<file path="config.mk">
export PLATFORM = sky130hd
export DESIGN_NAME = iface_rsp_responder
export DESIGN_NICKNAME = d
export VERILOG_FILES = /design/src/rtl/iface_rsp_responder.sv
export SDC_FILE = /design/constraint.sdc
export NUM_CORES = 1
export LEC_CHECK = 0
export ABC_AREA = 1
export CORE_AREA = 2 2 84 86
export CTS_BUF_LIST = sky130_fd_sc_hd__clkbuf_16
export CTS_CLUSTER_DIAMETER = 40
export DETAILED_ROUTE_END_ITERATION = 8
export DIE_AREA = 0 0 86 88
export PLACE_DENSITY_LB_ADDON = 0.15
export RECOVER_POWER = 25
export SKIP_LAST_GASP = 1
export SLEW_MARGIN = 15
export SYNTH_ARGS = -nofsm -noshare
export SYNTH_HDL_FRONTEND = slang
export SYNTH_SLANG_ARGS = --single-unit
</file>
<file path="constraint.sdc">
create_clock -name clk -period 2.5 [get_ports clk]
set_input_delay 0.625 -clock clk [delete_from_list [all_inputs] [get_ports clk]]
set_output_delay 0.625 -clock clk [all_outputs]
set_load 0.05 [all_outputs]
</file>
<file path="src/rtl/iface_rsp_responder.sv">
// -----------------------------------------------------------------------------
// iface_rsp_responder
//
// Target-side end of the parameterized request/response interface. Requests
// ({req_id, req_data}) are queued in a DEPTH-entry FIFO and served one at a
// time by a three-state controller (IDLE -> PROC -> RESP). Each response
// carries the original tag, the payload plus DW (truncated to DW bits) and an
// overflow flag for the carry out of that addition.
//
// Parameters
//   DW     payload width, 1..32
//   DEPTH  FIFO entries, power of two, >= 2
//
// Ports
//   clk        rising-edge clock
//   rst_n      synchronous active-low reset
//   req_valid  request present
//   req_ready  responder can accept a request (FIFO not full)
//   req_data   request payload [DW]
//   req_id     request tag [4]
//   rsp_valid  response present (high only in RESP)
//   rsp_ready  initiator accepts the response
//   rsp_data   response payload [DW]
//   rsp_id     tag copied from the request [4]
//   rsp_err    payload addition overflowed
//   occupancy  FIFO entries in use [$clog2(DEPTH)+1]
//   err_count  saturating count of delivered responses with rsp_err=1 [8]
// -----------------------------------------------------------------------------
module iface_rsp_responder #(
   parameter int DW    = 8,
   parameter int DEPTH = 4
) (
   input  logic                     clk,
   input  logic                     rst_n,
   input  logic                     req_valid,
   output logic                     req_ready,
   input  logic [DW-1:0]            req_data,
   input  logic [3:0]               req_id,
   output logic                     rsp_valid,
   input  logic                     rsp_ready,
   output logic [DW-1:0]            rsp_data,
   output logic [3:0]               rsp_id,
   output logic                     rsp_err,
   output logic [$clog2(DEPTH):0]   occupancy,
   output logic [7:0]               err_count
);

   localparam int AW = $clog2(DEPTH);

   localparam logic [1:0] S_IDLE = 2'd0;
   localparam logic [1:0] S_PROC = 2'd1;
   localparam logic [1:0] S_RESP = 2'd2;

   // Payload plus DW with the carry kept as the top bit.
   function automatic logic [DW:0] add_width(input logic [DW-1:0] d);
      return {1'b0, d} + (DW+1)'(DW);
   endfunction

   // Counter increment that sticks at all-ones.
   function automatic logic [7:0] sat_inc(input logic [7:0] c);
      return (c == 8'hFF) ? c : c + 8'd1;
   endfunction

   logic [1:0]      state;
   logic [DW+3:0]   fifo_mem [DEPTH];
   logic [AW-1:0]   wr_ptr;
   logic [AW-1:0]   rd_ptr;
   logic [AW:0]     occ;
   logic [DW-1:0]   head_data_p0;
   logic [3:0]      head_id_p0;
   logic            push;
   logic            pop;
   logic            rsp_hs;
   logic [DW:0]     sum_p1;

   // Ready depends only on registered occupancy, so a pop on a full cycle
   // cannot open the door for a push on that same edge.
   assign req_ready = (occ != (AW+1)'(DEPTH));
   assign push      = req_valid && req_ready;
   assign pop       = (state == S_IDLE) && (occ != '0);
   assign rsp_valid = (state == S_RESP);
   assign rsp_hs    = rsp_valid && rsp_ready;
   assign occupancy = occ;
   assign sum_p1    = add_width(head_data_p0);

   // ---- stage 0: FIFO write / pointer bookkeeping
   always_ff @(posedge clk) begin
      if (push) begin
         fifo_mem[wr_ptr] <= {req_id, req_data};
      end
   end

   always_ff @(posedge clk) begin
      if (!rst_n) begin
         wr_ptr <= '0;
         rd_ptr <= '0;
         occ    <= '0;
      end else begin
         if (push) begin
            wr_ptr <= wr_ptr + 1'b1;
         end
         if (pop) begin
            rd_ptr <= rd_ptr + 1'b1;
         end
         occ <= occ + (AW+1)'(push) - (AW+1)'(pop);
      end
   end

   // ---- stage 1: head capture on the IDLE -> PROC edge
   always_ff @(posedge clk) begin
      if (pop) begin
         {head_id_p0, head_data_p0} <= fifo_mem[rd_ptr];
      end
   end

   // ---- stage 2: control FSM and registered response
   always_ff @(posedge clk) begin
      if (!rst_n) begin
         state     <= S_IDLE;
         rsp_data  <= '0;
         rsp_id    <= '0;
         rsp_err   <= 1'b0;
         err_count <= '0;
      end else begin
         case (state)
            S_IDLE: begin
               if (pop) begin
                  state <= S_PROC;
               end
            end
            S_PROC: begin
               rsp_data <= sum_p1[DW-1:0];
               rsp_err  <= sum_p1[DW];
               rsp_id   <= head_id_p0;
               state    <= S_RESP;
            end
            S_RESP: begin
               if (rsp_ready) begin
                  state <= S_IDLE;
               end
            end
            default: state <= S_IDLE;
         endcase
         if (rsp_hs && rsp_err) begin
            err_count <= sat_inc(err_count);
         end
      end
   end

endmodule

</file>
# Word level (Yosys, flattened, before mapping)
# Memory sizes are Yosys's and may differ from the RTL's. A register that Yosys moved wholly into a read port is not among the register bits.
# Index checks and enable logic that the tools add are counted.
[word_totals]
reg_bits = 30
latch_bits = 0
ram_bits = 48
romBits = 0
in_bits = 16
elab_cells = 35
memories = 1
[mem_list]
columns = ["memory", "words", "width", "read_ports", "rd_clocked_by_memory_dff", "wr", "line", "text"]
rows = [
  ["fifo_mem", 4, 12, 1, 1, 1, "65", "logic [DW+3:0] fifo_mem [DEPTH];"],
]
[classes]
n_addsub = 6
n_mul = 0
div = 0
magnitude_cmp = 0
n_eq_ne = 6
n_shift = 0
muxes = 5
n_bitwise = 1
reduce_logical = 8
[op_table]
columns = ["op", "count"]
rows = [
  ["$add A8 B4 Y9 const B", 1],
  ["$add A8 B1 Y8 const B", 1],
  ["$eq A8 B8 Y1 const B", 1],
  ["$pmux W2 S3", 1],
  ["$add A2 B1 Y2 const B", 2],
  ["$logic_and A1 B1 Y1", 4],
  ["$mux W2", 2],
  ["$reduce_and A2 Y1", 2],
  ["$add A3 B1 Y3", 1],
  ["$ne A3 B3 Y1 const B", 1],
  ["$reduce_bool A3 Y1", 1],
  ["$sub A3 B1 Y3", 1],
  ["$eq A2 B1 Y1 const B", 1],
  ["$eq A2 B2 Y1 const B", 1],
  ["$logic_not A2 Y1", 1],
  ["$mux W1", 2],
  ["$ne A2 B1 Y1 const B", 1],
  ["$ne A2 B2 Y1 const B", 1],
  ["$not A1 Y1", 1],
]

# Longest topological paths before layout
[depth]
ltp_word = 4
mapped_depth = 12

# Worst setup path after synthesis
# Ideal clock, no wire load.
[synth_timing]
path_type = "reg-to-reg"
start = "reg occ[1], in the netlist occupancy[1]"
end = "reg occ[2], in the netlist occupancy[2]"
setup_ns = 0.070
t_arrival_ns = 2.484
setup_slack_ns = -0.053
path_stages_with_launch = 12
n_path_buf = 0
path_cell_list = "dfxtp_1 -> nor2_1 -> nand2_1 -> nand2_2 -> ha_1 -> inv_1 -> ha_1 -> inv_1 -> fa_1 -> inv_1 -> o21ai_1 -> a21oi_1"
[synth_between]
elab_chain_len = 4
word_cells_on_any_way = 6
[synth_rtl]
columns = ["element", "line", "text"]
rows = [
  ["start, declared", "68", "logic [AW:0] occ;"],
  ["start signal, assigned", "105", "occ <= occ + (AW+1)'(push) - (AW+1)'(pop);"],
  ["$ne A3 B3 Y1", "78", "assign req_ready = (occ != (AW+1)'(DEPTH));"],
  ["net req_ready", "36", "output logic req_ready,"],
  ["$logic_and A1 B1 Y1", "79", "assign push = req_valid && req_ready;"],
  ["$add A3 B1 Y3", "105", ""],
  ["$sub A3 B1 Y3", "105", ""],
]
# The timed path passes the listed nets, and every way through them passes these cells.
# A chain may end at the register's enable or synchronous reset.

# Worst setup path after layout
[layout_timing]
start = "reg state[1]"
end = "out rsp_valid"
[layout_between]
elab_chain_len = 1
[layout_rtl]
columns = ["element", "line", "text"]
rows = [
  ["start, declared", "64", "logic [1:0] state;"],
  ["start signal, assigned", "119", "state <= S_IDLE;"],
  ["start signal, assigned", "128", "state <= S_PROC;"],
  ["start signal, assigned", "135", "state <= S_RESP;"],
  ["$eq A2 B2 Y1", "81", "assign rsp_valid = (state == S_RESP);"],
  ["end, declared", "39", "output logic rsp_valid,"],
]
# Every way passes these cells.

==> results.md <==
* Setup CP Type: register to output pin
* Register area at roughly 0.0024 sq mm
* Tot Pwr at 4990 uW
* CTS sink count at 90
* Switch share at 0.359
* Drt first pass iters at 4
* Final #Nets at a little under 400
* Starting Density at 0.538
* Crit path cell chain: inv_2 > nor2_1 > clkdlybuf4s50_1
* CTS resizes at 0
* CTS root buf: clkbuf_16
* First-pass GRT wire length at 9.76 mm
* Buffers added on ports at 41
* Synth Register Bits at 90
* Clock Latency Late Sink at 340 ps
* TNS Setup at 0 ps
* Initial antenna violation count at 0
* WL/cell at 13.2 microns
* Count leader, synth: nor2_1
* Fin. Hold Viols at 0
* Final Max Slew Viols at 0
* CTS max path bufs at 2
* Post-synth EDFFs at 60
* Worst Max-Slew Pin Slew at around 580 ps
* Fin Clk Skew at 6.59 ps
* Num CTS Buffers at 9
* Max H-tree Level at 3
* Sequential cell area fraction in the yosys report at 0.672
* Hold Buf Count CTS at 0
* Vias per cell at approximately 5.2
* Crit path required time at 1880 ps
* WL final at 6.04 mm
* Synth Instances at about 320
* Maximum VDD drop at approximately 0.50 mV
* Post-synthesis xor/xnor area fraction at 0.0147
* Synth cell count leaders: nor2_1, edfxtp_1, dfxtp_1
* Max FO, Critical Path at 3
* N_diodes at 0
* Yosys top cell area share at 0.504
* Area of the multi-input gates at roughly 0.0010 sq mm
* Tmin final at between 2000 and 2500 ps
* Filler cells at between 500 and 600
* Clk pwr share at 0.258
* Placer Congestion at 0.793
* Rows at 30
* Asr flop ratio synth at 0
* CTS tree: yes
* Synthesis-to-layout area growth at 22.5%
* Pint at 3190 uW
* Mux contribution to synthesized area at 0
* Seq pwr share at 0.434
* Ys Warns at 0
* Detail Placement HPWL at 3.97 mm
* Critical Path AT at 1700 ps
* Synth cell types at 26
* FMAX at 430 MHz
* Post-Synth Simple-Gate Area at 0.132
* Crit start category: register
* Die Y at 88 microns
* DR iter-0 viols at 98
* Number of setup violations in the final report at 0
* Final worst setup slack at 175 ps
* Worst Hold Class: register to register
* Crit path max-delay cell type: clkdlybuf4s50_1
* Largest area contributor in the netlist: edfxtp_1
* DRC at 0
* DP Worst Slack at between 150 and 200 ps
* Core ar. at 0.00664 sq mm
* Syn_nets at roughly 350
* CTS clk-pin slew, worst paths at 70 ps
* Synthesized area at 0.00358 sq mm
* Vias in the first global route at 2037
* Slew HR at 0.612
* CP Capture Type: output pin
* Post-CTS Setup Inserts at 0
* Fin util at 0.660
* Synth Area in Compound Gates at 0.102
* DIE AREA at 0.00757 sq mm
* Delay of the slowest cell on the worst path at roughly 830 ps
* Share of the clock period used by the worst path at 0.930
* Antenna-violating nets left at 0
* Largest net degree at the start of global routing at 28
* Syn Area/Cell at approximately 11 sq um
* Synth Flop Type: edfxtp_1
* LEAKAGE at ~0.0016 uW
* Total track usage at 0.172
* Largest family of logic cells by synthesized area: simple AND/OR/NAND/NOR gates
* Gr ovfl total at 0
* Synth top area cells: edfxtp_1, dfxtp_1, nor2_1, o21ai_1, nand2_1
* Top Family by Delay on Critical Path: buffers and inverters
* PwrDens at 1140 mW/mm^2
* DIE WIDTH at 86 microns
* Max-Cap Viols at 0
* Sw power at roughly 1800 uW
* CP bufs+invs at 2
* Share of cells above drive strength 1 at 0.111
* Post-synthesis adder-cell area fraction at 0.0336
* Final instance area at 0.00438 sq mm
* Top Ports at 42
* Outcome: finished, final reports clean
* RSZ-0062 raised after global routing: false
* Comb pwr share at 0.307
* Vias at 2362
* Post-Place Cell Area at 0.00409 sq mm
final cells by class:
type	instances	area share
inverters	29	0.0248
flip-flops and latches	90	0.549
well taps	80	0.0228
clock buffers	9	0.0514
repair buffers	49	0.107
multi-input cells	194	0.230
clock inverters	7	0.0148
power groups by stage:
stage	clock (uW)	combinational, uW	sequential, uW
after CTS	1320	1550	2170
after global routing	1390	1700	2210
after floorplan	0	836	2440
after detailed placement	0	1540	2200
final	1290	1530	2170
after global placement	0	1520	2190
cell families (layout without fill, tap and decap cells):
kind of cell	Yosys count	after routing
simple gates	110	110
flops	90	90
compound gates	69	69
xor+xnor	6	6
buf+inv	40	94
fa+ha+maj	9	9
metal layers:
| layer | part of all wire | global-route usage | vias up |
|---|---|---|---|
| li1 | - | - | 1205 |
| met1 | 0.47 | 0.229 | 1087 |
| met2 | 0.47 | 0.274 | 61 |
| met3 | 0.044 | 0.0330 | 9 |
| met4 | 0.021 | 0.0823 | 0 |
| met5 | 0 | 0 | - |
worst min-delay path: cells and delay by family, from the launching register on:
| family | cells | cell delay, ps |
|---|---|---|
| and+or+nand+nor | 2 | 120 |
| DFF | 1 | 330 |
final timing paths:
path                      from      endpoint  slack (ps)  depth (start not counted)
hold / removal       rsp_id[3]     rsp_id[3]         480                          2
setup reg to reg  occupancy[2]  occupancy[2]         600                         12
setup / recovery      state[1]     rsp_valid         180                          3
hold reg to reg      rsp_id[3]     rsp_id[3]         480                          2
registers in the layout (all words and copies together), names as in the netlist:
register      flops
wr_ptr            2
head_id_p0        4
rsp_data          8
fifo_mem         48
state             2
head_data_p0      8
occupancy         3
rsp_err           1
err_count         8
rsp_id            4
rd_ptr            2
stage by stage:
step / std cells / hold WS, ps
after detailed placement: 442 / 476
after global routing: 458 / 515
after global placement: 442 / 462
final: 458 / 483
after floorplan: 324 / 456
after CTS: 458 / 492
cells in the final DEF, fill, tap and decap left out, types with 11 or more instances in the layout:
master / count
o22ai_1: 12
o21ai_0: 16
edfxtp_1: 60
a21oi_1: 12
nor2_1: 66
clkdlybuf4s50_1: 30
dlygate4sd3_1: 11
inv_1: 20
dfxtp_1: 29
nand2_1: 27
o21ai_1: 27
Power figures use the tool's default switching activity.
